**src/rtl/onehot_encoder_q.sv**
```systemverilog
// rtl/onehot_encoder_q.sv - sticky multi-hot request collector emitting binary indices on a valid/ready stream
// Optional feature: ROUND_ROBIN_EN selects rotating priority instead of fixed lowest-index priority.
module onehot_encoder_q #(
    parameter  int W  = 8,
    localparam int IW = $clog2(W)
) (
    input  logic          clk_i,
    input  logic          rst_ni,
    input  logic [W-1:0]  req_i,
    input  logic          flush_i,
    input  logic          out_ready_i,
    output logic          out_valid_o,
    output logic [IW-1:0] out_idx_o,
    output logic [W-1:0]  pending_o,
    output logic          busy_o
);

    logic [W-1:0]  pending_q, pending_d;
    logic          out_valid_q, out_valid_d;
    logic [IW-1:0] out_idx_q, out_idx_d;
    logic [IW-1:0] sel;
    logic          load;
    logic [W-1:0]  clr_mask;

`ifdef ROUND_ROBIN_EN
    logic [IW-1:0] ptr_q, ptr_d;
    logic [IW-1:0] cand;
    logic          found;

    // Search starts one past the last served index and wraps around.
    always_comb begin
        sel   = '0;
        cand  = '0;
        found = 1'b0;
        for (int i = 0; i < W; i++) begin
            cand = ptr_q + IW'(i);
            if (!found && pending_q[cand]) begin
                sel   = cand;
                found = 1'b1;
            end
        end
    end
`else
    // Walk downwards so the lowest set bit is the final assignment.
    always_comb begin
        sel = '0;
        for (int i = W - 1; i >= 0; i--) begin
            if (pending_q[i]) begin
                sel = IW'(i);
            end
        end
    end
`endif

    assign load     = (|pending_q) && (!out_valid_q || out_ready_i);
    assign clr_mask = load ? (W'(1) << sel) : '0;

    always_comb begin
        pending_d   = (pending_q & ~clr_mask) | req_i;
        out_valid_d = out_valid_q;
        out_idx_d   = out_idx_q;
        if (load) begin
            out_valid_d = 1'b1;
            out_idx_d   = sel;
        end else if (out_valid_q && out_ready_i) begin
            out_valid_d = 1'b0;
        end
        if (flush_i) begin
            pending_d   = '0;
            out_valid_d = 1'b0;
        end
    end

`ifdef ROUND_ROBIN_EN
    always_comb begin
        ptr_d = ptr_q;
        if (load) begin
            ptr_d = sel + IW'(1);
        end
        if (flush_i) begin
            ptr_d = '0;
        end
    end

    always_ff @(posedge clk_i or negedge rst_ni) begin
        if (!rst_ni) begin
            ptr_q <= '0;
        end else begin
            ptr_q <= ptr_d;
        end
    end
`endif

    always_ff @(posedge clk_i or negedge rst_ni) begin
        if (!rst_ni) begin
            pending_q   <= '0;
            out_valid_q <= 1'b0;
            out_idx_q   <= '0;
        end else begin
            pending_q   <= pending_d;
            out_valid_q <= out_valid_d;
            out_idx_q   <= out_idx_d;
        end
    end

    assign out_valid_o = out_valid_q;
    assign out_idx_o   = out_idx_q;
    assign pending_o   = pending_q;
    assign busy_o      = (|pending_q) | out_valid_q;

endmodule

```
**config.mk**
```make
export PLATFORM = sky130hd
export DESIGN_NAME = onehot_encoder_q
export DESIGN_NICKNAME = d
export VERILOG_FILES = /design/src/rtl/onehot_encoder_q.sv
export SDC_FILE = /design/constraint.sdc
export NUM_CORES = 1
export LEC_CHECK = 0
export CAP_MARGIN = 0
export CORE_MARGIN = 3
export CORE_UTILIZATION = 40
export CTS_BUF_LIST = sky130_fd_sc_hd__clkbuf_8
export CTS_CLUSTER_SIZE = 8
export DETAILED_ROUTE_END_ITERATION = 16
export PLACE_DENSITY_LB_ADDON = 0.12
export SLEW_MARGIN = 25
export SYNTH_ARGS = -nofsm -noshare
export SYNTH_HDL_FRONTEND = slang
export SYNTH_SLANG_ARGS = --single-unit
```
**constraint.sdc**
```tcl
create_clock -name clk_i -period 2.7 [get_ports clk_i]
set_input_delay 0.54 -clock clk_i [delete_from_list [all_inputs] [get_ports clk_i]]
set_output_delay 0.54 -clock clk_i [all_outputs]
set_load 0.005 [all_outputs]
```
### Word-level counts from Yosys, hierarchy flattened

Index checks and enable logic that the tools add are counted.

* shift operators: 1
* reductions and logical operators: 6
* bitwise gates (word level): 4
* mux-type cells: 13

Operators by type and width (count)
* 3-bit 2-to-1 mux: 8
* 8-bit 2-to-1 mux: 2
* 8-bit bitwise AND: 1
* 8-bit inverter: 1
* 8-bit OR: 1
* 8-bit OR reduction: 1
* 1-bit by 3-bit left shift with 8-bit output (first input constant): 1
* 1-bit 2-to-1 mux: 3
* 3-bit nonzero test: 1
* 1-bit logical AND: 2
* 1-bit zero test: 1
* 1-bit logical OR: 1
* 1-bit OR: 1

* flip-flop bits (word level): 12
* output and inout port bits: 13
* bits of input ports: 12
* word-level logic and storage cells: 27

### Depth between registers and ports, before layout

Gate-level depths: netlist of the first run.

* depth in word-level cells: 14
* depth in mapped cells: 5
* mapped depth without buffers: 4

### Worst setup path after synthesis of the first run

Ideal clock, no wire load.

* path kind: reg-to-output
* from: register pending_q[3] (netlist: pending_o[3])
* to: output port busy_o
* path slack: 647 ps
* arrival: 1513 ps
* stages on the path, launching flop included: 4
* cell sequence: dfrtp_1 -> or4_1 -> buf_2 -> or3_2

* word-level cells in the longest chain between the ends: 2

RTL lines
* start: declaration: RTL line 18 `logic [W-1:0] pending_q, pending_d;`
* start signal: assignment: RTL line 100 `pending_q <= pending_d;`
* 8-bit OR reduction: RTL line 109 `assign busy_o = (|pending_q) | out_valid_q;`
* 1-bit OR: RTL line 109
* end: declaration: RTL line 15 `output logic busy_o`

Every way passes these cells.

### Final worst setup path of the first run

* from: register pending_q[5] (netlist: pending_o[5])
* to: output port busy_o

Same word-level chain as after synthesis.

==> results of run 1 <==
## path summary, 6_finish.rpt
kind                                           from                       end  slack (ns)  depth (start not counted)
max                          pending_o[5]$_DFF_PN0_                    busy_o        0.33                          3
min                        out_idx_o[0]$_DFFE_PN0P_  out_idx_o[0]$_DFFE_PN0P_        0.53                          2
max reg2reg                  pending_o[1]$_DFF_PN0_    pending_o[6]$_DFF_PN0_        0.73                          5
min reg2reg                out_idx_o[0]$_DFFE_PN0P_  out_idx_o[0]$_DFFE_PN0P_        0.53                          2
max in group asynchronous                    rst_ni    pending_o[5]$_DFF_PN0_        1.64                          1
min in group asynchronous                    rst_ni    pending_o[7]$_DFF_PN0_        0.66                          1
## worst max-delay path, cell delays in order, from the launching register on
cell	delay (ns)
sky130_fd_sc_hd__dfrtp_2	0.44
sky130_fd_sc_hd__or4_4	0.56
sky130_fd_sc_hd__or3_2	0.42
sky130_fd_sc_hd__dlymetal6s2s_1	0.17
## state kept, by name, indices dropped and copies added, names as in the netlist
name	cells
out_valid_o	1
out_idx_o	3
pending_o	8
## metrics by stage
stage | hold WS [ns] | util (%) | instances
finish | 0.5284 | 68.00 | 104
global route | 0.5545 | 68.00 | 104
floorplan | 0.2444 | - | 62
global placement | 0.4893 | 62.68 | 99
CTS | 0.5242 | 66.86 | 103
detailed placement | 0.5025 | 62.68 | 99
## final cells by class
| cell class | instances | area share, % |
|---|---|---|
| Timing Repair Buffer | 26 | 28.77 |
| Clock buffer | 4 | 6.145 |
| Tap cell | 15 | 2.095 |
| Multi-Input combinational cell | 43 | 27.65 |
| Sequential cell | 12 | 33.66 |
| Inverter | 4 | 1.676 |
## placed cells by master, fill, tap and decap left out
| cell type | count |
|---|---|
| sky130_fd_sc_hd__nor2b_1 | 1 |
| sky130_fd_sc_hd__a21oi_1 | 8 |
| sky130_fd_sc_hd__a221oi_1 | 1 |
| sky130_fd_sc_hd__dfrtp_2 | 1 |
| sky130_fd_sc_hd__o41ai_1 | 1 |
| sky130_fd_sc_hd__or4_1 | 1 |
| sky130_fd_sc_hd__nand2_1 | 1 |
| sky130_fd_sc_hd__dfrtp_1 | 11 |
| sky130_fd_sc_hd__o21ai_1 | 1 |
| sky130_fd_sc_hd__a211oi_1 | 1 |
| sky130_fd_sc_hd__inv_1 | 4 |
| sky130_fd_sc_hd__nor4_1 | 1 |
| sky130_fd_sc_hd__clkdlybuf4s50_1 | 23 |
| sky130_fd_sc_hd__dlymetal6s2s_1 | 1 |
| sky130_fd_sc_hd__nor2_1 | 11 |
| sky130_fd_sc_hd__or4_4 | 1 |
| sky130_fd_sc_hd__nor3_1 | 4 |
| sky130_fd_sc_hd__o21ai_0 | 4 |
| sky130_fd_sc_hd__clkbuf_8 | 4 |
| sky130_fd_sc_hd__nor3b_2 | 1 |
| sky130_fd_sc_hd__o31ai_1 | 2 |
| sky130_fd_sc_hd__nand2b_1 | 2 |
| sky130_fd_sc_hd__or4b_4 | 1 |
| sky130_fd_sc_hd__or3_2 | 1 |
| sky130_fd_sc_hd__buf_4 | 2 |
## where the power goes
group / internal, mW / switching (mW) / leakage [nW]
registers: 0.197 / 0.0160 / 0.149
logic: 0.0651 / 0.0429 / 0.195
clock network: 0.129 / 0.0687 / 0.0288
## logic make-up after synthesis
group                  synth area share, %
DFF                                  52.52
AOI/OAI and AO/OA                    18.38
and+or+nand+nor                      24.29
buffers and inverters                4.811
## metal layers
| metal | part of all wire [%] | vias up |
|---|---|---|
| met5 | 0 | - |
| met4 | 0.52 | 0 |
| met3 | 6.9 | 2 |
| met2 | 49 | 16 |
| met1 | 43 | 264 |
| li1 | - | 275 |
## timing repair
item	4_1_cts	5_1_grt
endpoints found under the setup margin	0	1
setup buffers	0	1
resized for setup	0	3
==> summary.txt, run 1 <==
Run status
  • Status: finished clean

Power and ir drop
  • Power Dens Cells: 578.7 nW/um^2
  • Worst IR Drop VDD: 0.5509 mV
  • Overall power after layout: 0.5184 mW
  • Lkg Pwr: 0.3734 nW

Die
  • # IOs: 25
  • Floorplan row count: 13
  • DIE AREA: 1919 sq um
  • Width of the die: 43.81 um
  • Die span in y: 43.81 um
  • Core Region: 1318 sq um
  • Effective utilization at floorplan: 43.40%

Run
  • Max_cap viols: 0

Global routing
  • First-pass GRT wire length: 2497 um
  • Grt met3 use: 6.639%
  • Vias in the first global route: 557
  • Grt met2 use: 29.94%
  • Pin count of the biggest net entering global routing: 13
  • Overall fraction of global-route tracks in use: 17.85%
  • Aggregate global routing overflow: 0
  • Initial antenna violation count: 0
  • Met1 Resource Use GR: 21.04%
  • Most Crowded Layer GR: met2

Cells and area
  • Layout cells sized above 1: 12.36%
  • Multi-input gate area: 247.7 sq um
  • Synth-to-Final Area Change: 56.67%
  • Number of nets in the layout: 102
  • Inserted Diodes: 0
  • Final design area excluding fillers: 895.9 sq um
  • Layout filler cell count: 120
  • Total area of sequential cells: 301.5 sq um

CTS
  • CTS tree: done
  • Worst-skew pair later-pin latency: 0.24 ns
  • Hold Buf Count CTS: 0
  • Number of H-tree levels: 1
  • Number of buffers added by the clock tree synthesis step: 3
  • Clock Sink Count: 12
  • Maximum clock insertion buffer count: 2
  • Master cell of the clock root buffer: sky130_fd_sc_hd__clkbuf_8
  • Clock-pin slew reported for the worst setup and hold paths after clock tree synthesis: 0.06 ns

Synth
  • Top area cells in the synthesized netlist: sky130_fd_sc_hd__dfrtp_1 (53%), sky130_fd_sc_hd__nor2_1 (7.2%), sky130_fd_sc_hd__a21oi_1 (7.0%)
  • Area share of the largest cell type after synthesis: 52.52%
  • Cell variety after synth: 22
  • Sequential share of the synthesized area: 52.52%
  • Count of yosys warnings during synthesis: 0
  • Share of async-settable or async-resettable flops after synthesis: 100.0%
  • Total of flip-flops plus latches after synthesis: 12
  • Prevailing post-synth register cell: sky130_fd_sc_hd__dfrtp_1
  • Cell count after synthesis: 62
  • Most repeated cell in the gate-level netlist after synthesis: sky130_fd_sc_hd__dfrtp_1
  • Number of nets produced by synthesis: 74
  • Leading area contributor after synthesis: sky130_fd_sc_hd__dfrtp_1
  • Count of flip-flops with a built-in enable after synthesis: 0
  • List of most frequent post-synthesis cells: sky130_fd_sc_hd__dfrtp_1 (12), sky130_fd_sc_hd__nor2_1 (11), sky130_fd_sc_hd__a21oi_1 (8)
  • Mapped cell area: 571.8 sq um
  • Syn_area_per_cell: 9.223 sq um

Placement
  • Dpl cell area: 825.8 sq um
  • Placer Congestion: 0.7772
  • Detailed-placement wirelength estimate: 1040 um
  • Worst slack after detailed placement: 0.2726 ns
  • Input/output buffers: 24

Detailed routing
  • WL/cell: 14.71 um
  • Total wire length: 1530 um
  • Routed via count: 557
  • Number of DRC markers after the initial detailed-route iteration: 9
  • DRC violation count after routing: 0
  • Post-DRT Antenna Nets: 0
  • Via-to-Cell Ratio: 5.356
  • TritonRoute pass-1 iters: 3

Setup path
  • Crit end category: output port
  • Worst Setup Start Kind: flop
  • Endpoint required time on the critical path: 2.16 ns
  • Worst Path Arrival: 1.83 ns
  • Type of the worst setup path: flop to output port
  • Maximum fanout along the worst path: 6

STA
  • Setup Skew: 0.004130 ns
  • Time the final worst path needs with I/O delays and setup: 2.370 ns
  • Relative slew margins: 57.62%
  • Final period utilization: 87.78%
  • RSZ-0062 raised after global routing: false
  • Final hold vios: 0
  • Max-slew violation total from the final report: 0
  • Slew of the pin with the lowest slew margin: 0.6358 ns
  • Peak clock frequency supported by timing: 0.4219 GHz
  • Worst Setup Slack, final: 0.3299 ns
  • Setup-failing EPs final: 0
  • Summed negative setup slack over all endpoints: 0 ns

Hold path
  • Path category of the worst min-delay check: flop to flop
Note: power is estimated with default switching activity, not from simulation.
==> inputs of run 2 (changes only) <==
Clock period 2.7 ns to 2.2 ns, I/O delays scaled along.
==> run 2 against run 1 <==
Against the previous run:
- non-clock buffer count rose by 11
- register-to-register slack lost 0.53 ns
- worst hold slack worse by 0.020 ns
- routed wire length up 8.6%
- first-iteration DRC count grew 140%
- critical path depth stayed put
- via count rose by 15%
- worst setup slack worse by 0.23 ns
- clock-buffer cell count decreased by 1
- core utilization grew 4.8 points
- critical endpoint unchanged
- largest cell class is now buffers
- largest power group unchanged
- highest routed layer unchanged
==> summary.txt, run 2 (synthesized netlist as in run 1, its figures left out) <==
STA
  • RSZ-0062 raised after global routing: false (unchanged)
  • Relative slew margins: 57.88% (was 57.62%)
  • Setup Skew: 0.0007508 ns (was 0.004130 ns)
  • Peak clock frequency supported by timing: 0.4751 GHz
  • Max-slew violation total from the final report: 0 (unchanged)
  • Time the final worst path needs with I/O delays and setup: 2.105 ns
  • Final period utilization: 95.68%
  • Final hold vios: 0 (unchanged)
  • Setup-failing EPs final: 0 (unchanged)
  • Slew of the pin with the lowest slew margin: 0.6319 ns (was 0.6358 ns)
  • Hold Worst Slack: 0.5085 ns (was 0.5284 ns)

CTS
  • Clock-pin slew reported for the worst setup and hold paths after clock tree synthesis: 0.05 ns (was 0.06 ns)
  • Hold Buf Count CTS: 0 (unchanged)
  • Number of H-tree levels: 1 (unchanged)
  • Maximum clock insertion buffer count: 2 (unchanged)
  • Master cell of the clock root buffer: sky130_fd_sc_hd__clkbuf_8 (unchanged)
  • Worst-skew pair later-pin latency: 0.24 ns (about the same)
  • CTS tree: done (unchanged)
  • Clock Sink Count: 12 (unchanged)
  • Number of buffers added by the clock tree synthesis step: 3 (unchanged)

Placement
  • Placed Instances: 109 (was 99)
  • Dpl cell area: 900.9 sq um (was 825.8 sq um)
  • Detailed-placement wirelength estimate: 1155 um (was 1040 um)
  • Input/output buffers: 24 (unchanged)
  • Placer Congestion: 0.7657 (was 0.7772)

Global routing
  • Vias in the first global route: 628 (was 557)
  • Aggregate global routing overflow: 0 (unchanged)
  • First-pass GRT wire length: 2608 um (was 2497 um)
  • Overall fraction of global-route tracks in use: 19.14% (was 17.85%)
  • Initial antenna violation count: 0 (unchanged)
  • Pin count of the biggest net entering global routing: 13 (unchanged)

Die
  • Core Region: 1318 sq um (unchanged)
  • # IOs: 25 (unchanged)
  • DIE AREA: 1919 sq um (unchanged)
  • Die span in y: 43.81 um (unchanged)
  • Floorplan row count: 13 (unchanged)
  • Effective utilization at floorplan: 43.40% (unchanged)
  • Width of the die: 43.81 um (unchanged)

Detailed routing
  • Routed via count: 641 (was 557)
  • Total wire length: 1662 um (was 1530 um)
  • TritonRoute pass-1 iters: 4 (was 3)
  • DRC violation count after routing: 0 (unchanged)
  • Number of DRC markers after the initial detailed-route iteration: 22 (was 9)
  • WL/cell: 14.58 um (was 14.71 um)
  • Via-to-Cell Ratio: 5.623 (was 5.356)
  • Post-DRT Antenna Nets: 0 (unchanged)

Power and ir drop
  • Worst IR Drop VDD: 0.4498 mV (was 0.5509 mV)
  • Clock power share: 32.2% (was 38.1%)
  • Logic gate share of total power: 26.8% (was 20.8%)
  • Total internal power: 0.4598 mW (was 0.3909 mW)
  • Power Dens Cells: 642.6 nW/um^2 (was 578.7 nW/um^2)
  • Fraction of power spent switching nets: 25.43% (was 24.60%)
  • Switching Power: 0.1568 mW (was 0.1275 mW)
  • Lkg Pwr: 0.4217 nW (was 0.3734 nW)
  • Sequential power share: 40.9% (was 41.1%)

Run
  • Max_cap viols: 0 (unchanged)

Cells and area
  • Number of flip-flops under the largest register name: 8 (unchanged)
  • Final design area excluding fillers: 959.7 sq um (was 895.9 sq um)
  • Inserted Diodes: 0 (unchanged)
  • Synth-to-Final Area Change: 67.83% (was 56.67%)
  • Layout cells sized above 1: 21.21% (was 12.36%)
  • Post-route core utilization: 72.84% (was 68.00%)
  • Number of nets in the layout: 113 (was 102)
  • Most common library cell in the layout ignoring fill and taps: sky130_fd_sc_hd__clkdlybuf4s50_1 (unchanged)
  • Final cell count without fillers: 114 (was 104)
  • Most frequent cells in the layout: sky130_fd_sc_hd__clkdlybuf4s50_1 (23), sky130_fd_sc_hd__buf_4 (13), sky130_fd_sc_hd__dfrtp_1 (12), sky130_fd_sc_hd__nor2_1 (11), sky130_fd_sc_hd__a21oi_1 (8) (was sky130_fd_sc_hd__clkdlybuf4s50_1 (23), sky130_fd_sc_hd__nor2_1 (11), sky130_fd_sc_hd__dfrtp_1 (11), sky130_fd_sc_hd__a21oi_1 (8))
  • Layout filler cell count: 101 (was 120)

Setup path
  • Maximum fanout along the worst path: 2 (was 6)
  • Worst Setup Start Kind: flop (unchanged)
  • Endpoint required time on the critical path: 1.76 ns (was 2.16 ns)
  • Worst Path Arrival: 1.66 ns (was 1.83 ns)
  • Crit end category: output port (unchanged)
  • Type of the worst setup path: flop to output port (unchanged)

Run status
  • Status: finished clean (unchanged)

Hold path
  • Path category of the worst min-delay check: flop to flop (unchanged)
-- run 2: worst paths after layout --
kind	slack [ns]	to	startpoint	cells after the start
worst max register to register	0.20	pending_o[6]$_DFF_PN0_	pending_o[2]$_DFF_PN0_	5
worst max-delay path	0.1	busy_o	pending_o[2]$_DFF_PN0_	3
worst min register to register	0.51	out_idx_o[0]$_DFFE_PN0P_	out_idx_o[0]$_DFFE_PN0P_	2
max in group asynchronous	1.30	pending_o[4]$_DFF_PN0_	rst_ni	1
min in group asynchronous	0.55	pending_o[6]$_DFF_PN0_	rst_ni	1
worst min-delay path	0.51	out_idx_o[0]$_DFFE_PN0P_	out_idx_o[0]$_DFFE_PN0P_	2
-- run 2: layout make-up --
type	count	area [sq um]	area share (%)
inverters	4	15.01	1.565
clock buffers	3	41.29	4.302
repair buffers	37	332.8	34.68
flip-flops and latches	12	300.3	31.29
well taps	15	18.77	1.956
multi-input cells	43	251.5	26.21
-- run 2: per-stage QoR --
stage / power, mW / setup WS (ns) / TNS (ns)
after floorplan: 0.3122 / 0.2466 / 0
after global routing: 0.6441 / 0.06970 / 0
final: 0.6166 / 0.09513 / 0
after CTS: 0.6132 / 0.02821 / 0
after global placement: 0.4101 / -0.03325 / -0.03325
after detailed placement: 0.4132 / -0.07376 / -0.07376
-- run 2: repair_timing --
action,in CTS,in global routing
setup buffers,1,1
endpoints found under the setup margin,1,1
pin swaps,0,1
gates resized for setup,5,1
-- run 2: power by group through the flow --
stage / clock (mW) / sequential, mW / combinational [mW]
3_5_place_dp: 0 / 0.256 / 0.157
6_report: 0.199 / 0.252 / 0.166
2_1_floorplan: 0 / 0.264 / 0.0485
3_3_place_gp: 0 / 0.254 / 0.156
4_1_cts: 0.199 / 0.252 / 0.162
5_1_grt: 0.209 / 0.255 / 0.180
-- run 2: layer usage --
metal	vias to the layer above	global-route usage [%]	part of all wire, %
li1	300	-	-
met1	293	21.37	37
met2	40	30.81	50
met3	8	4.564	9.3
met4	0	15.06	3.9
met5	-	0	0
-- run 2: worst max-delay path, cell delays in order, from the launching register on --
cell                      delay, ns
sky130_fd_sc_hd__dfrtp_1       0.38
sky130_fd_sc_hd__or4_4         0.55
sky130_fd_sc_hd__or3_4         0.37
sky130_fd_sc_hd__buf_2         0.13
